**src/rtl/cdc_handshake_tx_if.sv**
```systemverilog
// Handshake bundle for the source end of a toggle request/acknowledge
// clock-domain crossing. The slave modport is the transmitter's view; the
// master modport is the view of whatever feeds words and returns ACK_IN.
interface cdc_handshake_tx_if #(
  parameter int DATA_WIDTH = 8
);
  logic [DATA_WIDTH-1:0] DIN;
  logic                  DIN_VALID;
  logic                  DIN_READY;
  logic [DATA_WIDTH-1:0] DATA_OUT;
  logic                  REQ_OUT;
  logic                  ACK_IN;
  logic                  BUSY;
  logic                  ERR;

  modport master (
    output DIN, DIN_VALID, ACK_IN,
    input  DIN_READY, DATA_OUT, REQ_OUT, BUSY, ERR
  );

  modport slave (
    input  DIN, DIN_VALID, ACK_IN,
    output DIN_READY, DATA_OUT, REQ_OUT, BUSY, ERR
  );
endinterface

```
**src/rtl/cdc_handshake_tx.sv**
```systemverilog
// Source end of a two-phase (toggle) request/acknowledge CDC. A word is taken
// on a valid/ready handshake, held on DATA_OUT, and announced by toggling
// REQ_OUT. The returning ACK_IN toggle is synchronized locally; the next word
// is only taken once the synchronized acknowledge matches REQ_OUT again.
// SYNC_STAGES must lie in 2..4.
module cdc_handshake_tx #(
  parameter int DATA_WIDTH     = 8,
  parameter int SYNC_STAGES    = 2,
  parameter int TIMEOUT_CYCLES = 1024
) (
  input  logic               CLK_0,
  input  logic               RST_0,
  cdc_handshake_tx_if.slave  bus
);

  // A zero timeout disables the watchdog; keep a 1-bit counter so the logic
  // stays well formed, and never let it move.
  localparam bit TO_EN = (TIMEOUT_CYCLES > 0);
  localparam int CNT_W = TO_EN ? $clog2(TIMEOUT_CYCLES + 1) : 1;
  localparam logic [CNT_W-1:0] CNT_MAX  = CNT_W'(TIMEOUT_CYCLES);
  localparam logic [CNT_W-1:0] CNT_LAST = CNT_W'(TO_EN ? (TIMEOUT_CYCLES - 1) : 0);

  typedef enum logic [0:0] {
    ST_IDLE     = 1'b0,
    ST_WAIT_ACK = 1'b1
  } state_t;

  state_t                  state_r;
  state_t                  state_s;
  logic [SYNC_STAGES-1:0]  ack_sync_r;
  logic                    ack_s;
  logic [DATA_WIDTH-1:0]   data_r;
  logic                    req_r;
  logic [CNT_W-1:0]        cnt_r;
  logic [CNT_W-1:0]        cnt_s;
  logic                    err_r;
  logic                    err_s;
  logic                    din_ready_r;
  logic                    busy_r;
  logic                    accept_s;

  assign ack_s = ack_sync_r[SYNC_STAGES-1];

  // ACK_IN synchronizer: the only logic that touches the asynchronous input.
  always_ff @(posedge CLK_0) begin
    if (RST_0) begin
      ack_sync_r <= {SYNC_STAGES{1'b0}};
    end else begin
      ack_sync_r <= {ack_sync_r[SYNC_STAGES-2:0], bus.ACK_IN};
    end
  end

  // Next-state, accept strobe, timeout counter and sticky error decode.
  always_comb begin
    state_s  = state_r;
    accept_s = 1'b0;
    cnt_s    = cnt_r;
    err_s    = err_r;
    case (state_r)
      ST_IDLE: begin
        // din_ready_r is low in the first cycle out of reset, which holds
        // off an accept until DIN_READY has actually been shown high.
        if (din_ready_r && bus.DIN_VALID) begin
          accept_s = 1'b1;
          state_s  = ST_WAIT_ACK;
          cnt_s    = {CNT_W{1'b0}};
        end else begin
          state_s  = ST_IDLE;
        end
      end
      ST_WAIT_ACK: begin
        if (TO_EN && (cnt_r == CNT_LAST)) begin
          err_s = 1'b1;
        end else begin
          err_s = err_r;
        end
        // Timeout never forces an exit: leaving early would break REQ/ACK
        // parity with the destination end.
        if (ack_s == req_r) begin
          state_s = ST_IDLE;
        end else if (TO_EN && (cnt_r != CNT_MAX)) begin
          state_s = ST_WAIT_ACK;
          cnt_s   = cnt_r + CNT_W'(1);
        end else begin
          state_s = ST_WAIT_ACK;
        end
      end
      default: begin
        state_s = ST_IDLE;
      end
    endcase
  end

  // State, held word, request toggle and registered status outputs.
  always_ff @(posedge CLK_0) begin
    if (RST_0) begin
      state_r     <= ST_IDLE;
      data_r      <= {DATA_WIDTH{1'b0}};
      req_r       <= 1'b0;
      cnt_r       <= {CNT_W{1'b0}};
      err_r       <= 1'b0;
      din_ready_r <= 1'b0;
      busy_r      <= 1'b0;
    end else begin
      state_r     <= state_s;
      cnt_r       <= cnt_s;
      err_r       <= err_s;
      din_ready_r <= (state_s == ST_IDLE);
      busy_r      <= (state_s == ST_WAIT_ACK);
      if (accept_s) begin
        data_r <= bus.DIN;
        req_r  <= ~req_r;
      end else begin
        data_r <= data_r;
        req_r  <= req_r;
      end
    end
  end

  assign bus.DIN_READY = din_ready_r;
  assign bus.BUSY      = busy_r;
  assign bus.DATA_OUT  = data_r;
  assign bus.REQ_OUT   = req_r;
  assign bus.ERR       = err_r;

endmodule

```
**src/flat_wrapper.sv**
```systemverilog
// flat-port wrapper written by rule: the top's interface ports become plain ports
module cdc_handshake_tx_flat 
#(
  parameter int DATA_WIDTH     = 8,
  parameter int SYNC_STAGES    = 2,
  parameter int TIMEOUT_CYCLES = 1024
)
  (CLK_0, RST_0, bus_DIN, bus_DIN_VALID, bus_ACK_IN, bus_DIN_READY, bus_DATA_OUT, bus_REQ_OUT, bus_BUSY, bus_ERR);
  cdc_handshake_tx_if #(.DATA_WIDTH(DATA_WIDTH)) bus_i ();
  input  logic CLK_0;
  input  logic RST_0;
  input wire logic [$bits(bus_i.DIN)-1:0] bus_DIN;
  input wire logic [$bits(bus_i.DIN_VALID)-1:0] bus_DIN_VALID;
  input wire logic [$bits(bus_i.ACK_IN)-1:0] bus_ACK_IN;
  output wire logic [$bits(bus_i.DIN_READY)-1:0] bus_DIN_READY;
  output wire logic [$bits(bus_i.DATA_OUT)-1:0] bus_DATA_OUT;
  output wire logic [$bits(bus_i.REQ_OUT)-1:0] bus_REQ_OUT;
  output wire logic [$bits(bus_i.BUSY)-1:0] bus_BUSY;
  output wire logic [$bits(bus_i.ERR)-1:0] bus_ERR;
  assign bus_i.DIN = bus_DIN;
  assign bus_i.DIN_VALID = bus_DIN_VALID;
  assign bus_i.ACK_IN = bus_ACK_IN;
  assign bus_DIN_READY = bus_i.DIN_READY;
  assign bus_DATA_OUT = bus_i.DATA_OUT;
  assign bus_REQ_OUT = bus_i.REQ_OUT;
  assign bus_BUSY = bus_i.BUSY;
  assign bus_ERR = bus_i.ERR;
  cdc_handshake_tx #(.DATA_WIDTH(DATA_WIDTH), .SYNC_STAGES(SYNC_STAGES), .TIMEOUT_CYCLES(TIMEOUT_CYCLES)) u_core (.CLK_0(CLK_0), .RST_0(RST_0), .bus(bus_i));
endmodule
```
**config.mk**
```make
export PLATFORM = sky130hd
export DESIGN_NAME = cdc_handshake_tx_flat
export DESIGN_NICKNAME = d
export VERILOG_FILES = /design/src/rtl/cdc_handshake_tx_if.sv /design/src/rtl/cdc_handshake_tx.sv /design/src/flat_wrapper.sv
export SDC_FILE = /design/constraint.sdc
export NUM_CORES = 1
export LEC_CHECK = 0
export CORE_ASPECT_RATIO = 0.75
export CORE_UTILIZATION = 44
export CTS_CLUSTER_SIZE = 10
export DETAILED_ROUTE_END_ITERATION = 7
export GPL_TIMING_DRIVEN = 0
export PLACE_DENSITY_LB_ADDON = 0.12
export REMOVE_ABC_BUFFERS = 1
export SLEW_MARGIN = 40
export SYNTH_ARGS = -nofsm -noshare
export SYNTH_HDL_FRONTEND = slang
export SYNTH_SLANG_ARGS = --single-unit
```
**constraint.sdc**
```tcl
create_clock -name CLK_0 -period 1.6 [get_ports CLK_0]
set_input_delay 0.16 -clock CLK_0 [delete_from_list [all_inputs] [get_ports CLK_0]]
set_output_delay 0.16 -clock CLK_0 [all_outputs]
set_load 0.02 [all_outputs]
```
==> key figures <==
Timing
  – RSZ-0062 raised after global routing: true
  – Final Hold Fails: 0
  – Fmax: 603 MHz
  – Clock Skew: 6.95 ps
  – Relative slew slack: 69.6%
  – Final worst path period share: 104%
  – Min Tclk post-route: 1660 ps
  – Worst-Margin Slew: 457 ps
  – Final setup vio count: 6
  – Final hold slack: 253 ps
  – Final Max Slew Viols: 0
  – Setup ws final: -57.3 ps

Run
  – Max-Cap Viols: 0

Global routing
  – GRT met3 Usage: 5.11%
  – GRT busiest layer: met2
  – Initial antenna violation count: 0
  – Vias in the first global route: 934
  – Met1 Resource Use GR: 26.7%
  – GRT Total Usage: 20.2%
  – Pin count of the biggest net entering global routing: 26
  – Met2 Use GR: 34.1%
  – GRT overflow: 0
  – First-pass GRT wire length: 4.14 mm

Finish
  – N_diodes: 0
  – Proportion of layout cells with a drive suffix above 1: 23.8%
  – Fillers: 205
  – Area Overhead vs Synth: 42.3%
  – Final Instance Area: 1600 sq um
  – Finished Core Util: 67.7%
  – Post-layout nets: 179
  – Non-filler cells in the finished layout: 198

Logic synthesis
  – Synth Area in Compound Gates: 19.1%
  – Multiplexer share of the synthesized area: 0.890%
  – Synth cell types: 33
  – Sequential share of the synthesized area: 44.5%
  – Synth Cell Area: 1120 sq um
  – Synth top area share: 44.5%
  – Synth Area in Adders: 2.22%
  – Main combinational cell family by area after synthesis: simple AND/OR/NAND/NOR gates
  – Seq cells post-synth: 25
  – Leading area contributor after synthesis: dfxtp_1
  – YS warnings: 0
  – Post-Synth XOR/XNOR Area: 1.56%
  – Simple-gate area share of the yosys netlist: 27.7%
  – Syn_area_per_cell: 8.39 sq um
  – Cell count after synthesis: 134
  – Top post-synthesis cells by area: dfxtp_1 44%, nand2_1 8.0%, a21oi_1 5.3%

Clock tree
  – H-tree depth: 1
  – Clock Root Buffer: clkbuf_4
  – Clock-pin slew on the worst setup and hold paths: 130 ps
  – Clock Latency Late Sink: 320 ps
  – Num CTS Buffers: 3
  – Maximum clock path buffer count: 2
  – CTS tree: built
  – Clock Sinks: 25

Placed design
  – Post-place setup slack: -474 ps
  – Post-DP HPWL: 1.77 mm
  – Placed insts: 185
  – Final Wtd Congestion: 0.880
  – Post-place instance area: 1380 sq um
  – IO Port Bufs: 23

Routing
  – Initial DRC Count: 52
  – DRT Wirelength: 2.79 mm
  – Via density per instance: 5.58
  – DR pass1 iterations: 4
  – DRC viols: 0
  – Routed via count: 1,104
  – DRT antenna net count: 0
  – Wire per inst: 14.1 um

Die
  – Starting Density: 47.6%
  – Total I/O pin count: 24
  – Die Y: 45.8 um
  – Core area: 2360 sq um
  – Chip Width: 60.4 um
  – Cell Rows: 15
  – Area of the die: 2760 sq um

Critical path
  – CP Class: reg -> reg
  – Crit path launch type: flop
  – R2r setup slk: -60 ps
  – Data arrival, critical path: 1890 ps
  – Required @ worst endpoint: 1830 ps
  – Max FO, Critical Path: 5
  – Crit. End Element: flop

Run status
  – Outcome: finished, violations left
  – Failing checks: negative setup slack

Pwr
  – Leakage: 0.574 nW
  – Pwr Density: 692 nW/um^2
  – Peak supply drop: 0.533 mV

Hold path
  – Hold WC Path Type: in -> reg
[layout by cell type, fill, tap and decap left out, types with 3 or more instances in the layout]
| cell type | n |
|---|---|
| buf_4 | 8 |
| dfxtp_1 | 17 |
| clkbuf_4 | 3 |
| clkdlybuf4s50_1 | 20 |
| a21oi_1 | 12 |
| inv_1 | 4 |
| nand4_1 | 3 |
| dfxtp_2 | 5 |
| nor2_1 | 6 |
| nand3_1 | 5 |
| a32o_1 | 3 |
| nand2_1 | 24 |
| o21ai_0 | 3 |
| nor3_1 | 6 |
| dfxtp_4 | 3 |
| a311oi_1 | 3 |
| nor2b_1 | 3 |
[per-stage QoR]
stage | setup TNS, ps | power, W
floorplan | -467 | 0.000743
global placement | -3740 | 0.000823
detailed placement | -4170 | 0.000826
CTS | -21.0 | 0.00112
global route | -917 | 0.00116
finish | -206 | 0.00111
[sequential cells by signal, summed over array words and instances, names as in the netlist]
name                  cells
u_core.ack_sync_r         2
u_core.bus.BUSY           1
u_core.bus.DATA_OUT       8
u_core.bus.DIN_READY      1
u_core.bus.ERR            1
u_core.bus.REQ_OUT        1
u_core.cnt_r             11
[path summary, 6_finish.rpt]
check	from	end	depth (start not counted)
max reg2reg	u_core.cnt_r[7]$_SDFFE_PP0P_	u_core.cnt_r[8]$_SDFFE_PP0P_	4
max	u_core.cnt_r[7]$_SDFFE_PP0P_	u_core.cnt_r[8]$_SDFFE_PP0P_	4
min reg2reg	u_core.bus.DATA_OUT[4]$_SDFFE_PP0P_	u_core.bus.DATA_OUT[4]$_SDFFE_PP0P_	2
min	RST_0	u_core.bus.REQ_OUT$_SDFFE_PP0P_	2
[logic make-up after synthesis]
kind of cell	count (synthesis)
DFF	25
adders and majority gates	2
muxes	1
buffers and inverters	12
xor gates and xnor gates	2
and+or+nand+nor	61
AOI/OAI and AO/OA	31
[critical path: stages, from the launching register on]
cell and delay (ps):
dfxtp_1 480, nand2_1 150, or3_4 410, a211o_1 290, a32o_1 250
[power breakdown]
| group | leakage (nW) | internal (W) | switching, W |
|---|---|---|---|
| Clock | 0.0177 | 0.0000936 | 0.000184 |
| Sequential | 0.208 | 0.000638 | 0.0000175 |
| Combinational | 0.348 | 0.0000840 | 0.0000912 |
[cells in the mapped netlist]
| cell type | number |
|---|---|
| nor4_1 | 3 |
| nor2b_1 | 3 |
| nand4_1 | 3 |
| nand3_4 | 1 |
| and4_1 | 1 |
| o31ai_1 | 1 |
| ha_1 | 2 |
| a311oi_1 | 4 |
| dfxtp_1 | 25 |
| mux2i_1 | 1 |
| or3_1 | 1 |
| and3_1 | 1 |
| xor2_1 | 1 |
| a31oi_1 | 1 |
| buf_1 | 1 |
| a211oi_1 | 1 |
| nand3b_1 | 1 |
| o21ai_0 | 4 |
| inv_1 | 6 |
| a21oi_1 | 12 |
| nor3_1 | 6 |
| nand3_1 | 7 |
| nor4b_2 | 1 |
| nor2_1 | 7 |
| a32o_1 | 3 |
| xnor2_1 | 1 |
| o21a_1 | 2 |
| nand2b_1 | 2 |
| a311oi_2 | 1 |
| a211o_1 | 1 |
| nand2_1 | 24 |
| a41o_1 | 1 |
| clkbuf_1 | 5 |
[layout make-up]
| cell class | count | area, sq um | share of cell area [%] |
|---|---|---|---|
| inverters | 6 | 25.0 | 1.56 |
| clock inverters | 1 | 5.00 | 0.313 |
| well taps | 34 | 42.5 | 2.66 |
| repair buffers | 32 | 302 | 18.8 |
| flip-flops and latches | 25 | 518 | 32.4 |
| multi-input cells | 97 | 686 | 42.8 |
| clock buffers | 3 | 22.5 | 1.41 |
[metal layers]
layer | wire length, um | part of all wire [%]
met1 | 1270 | 46
met2 | 1310 | 47
met3 | 210 | 7.5
met4 | 0 | 0
met5 | 0 | 0
[repair_timing]
| item | CTS | global route |
|---|---|---|
| gates cloned | 0 | 0 |
| hold buffers | 0 | 0 |
| setup endpoints to repair | 14 | 13 |
| buffers inserted | 9 | 0 |
| pin swaps | 5 | 9 |
| gates resized for setup | 15 | 20 |
Power figures use the tool's default switching activity.
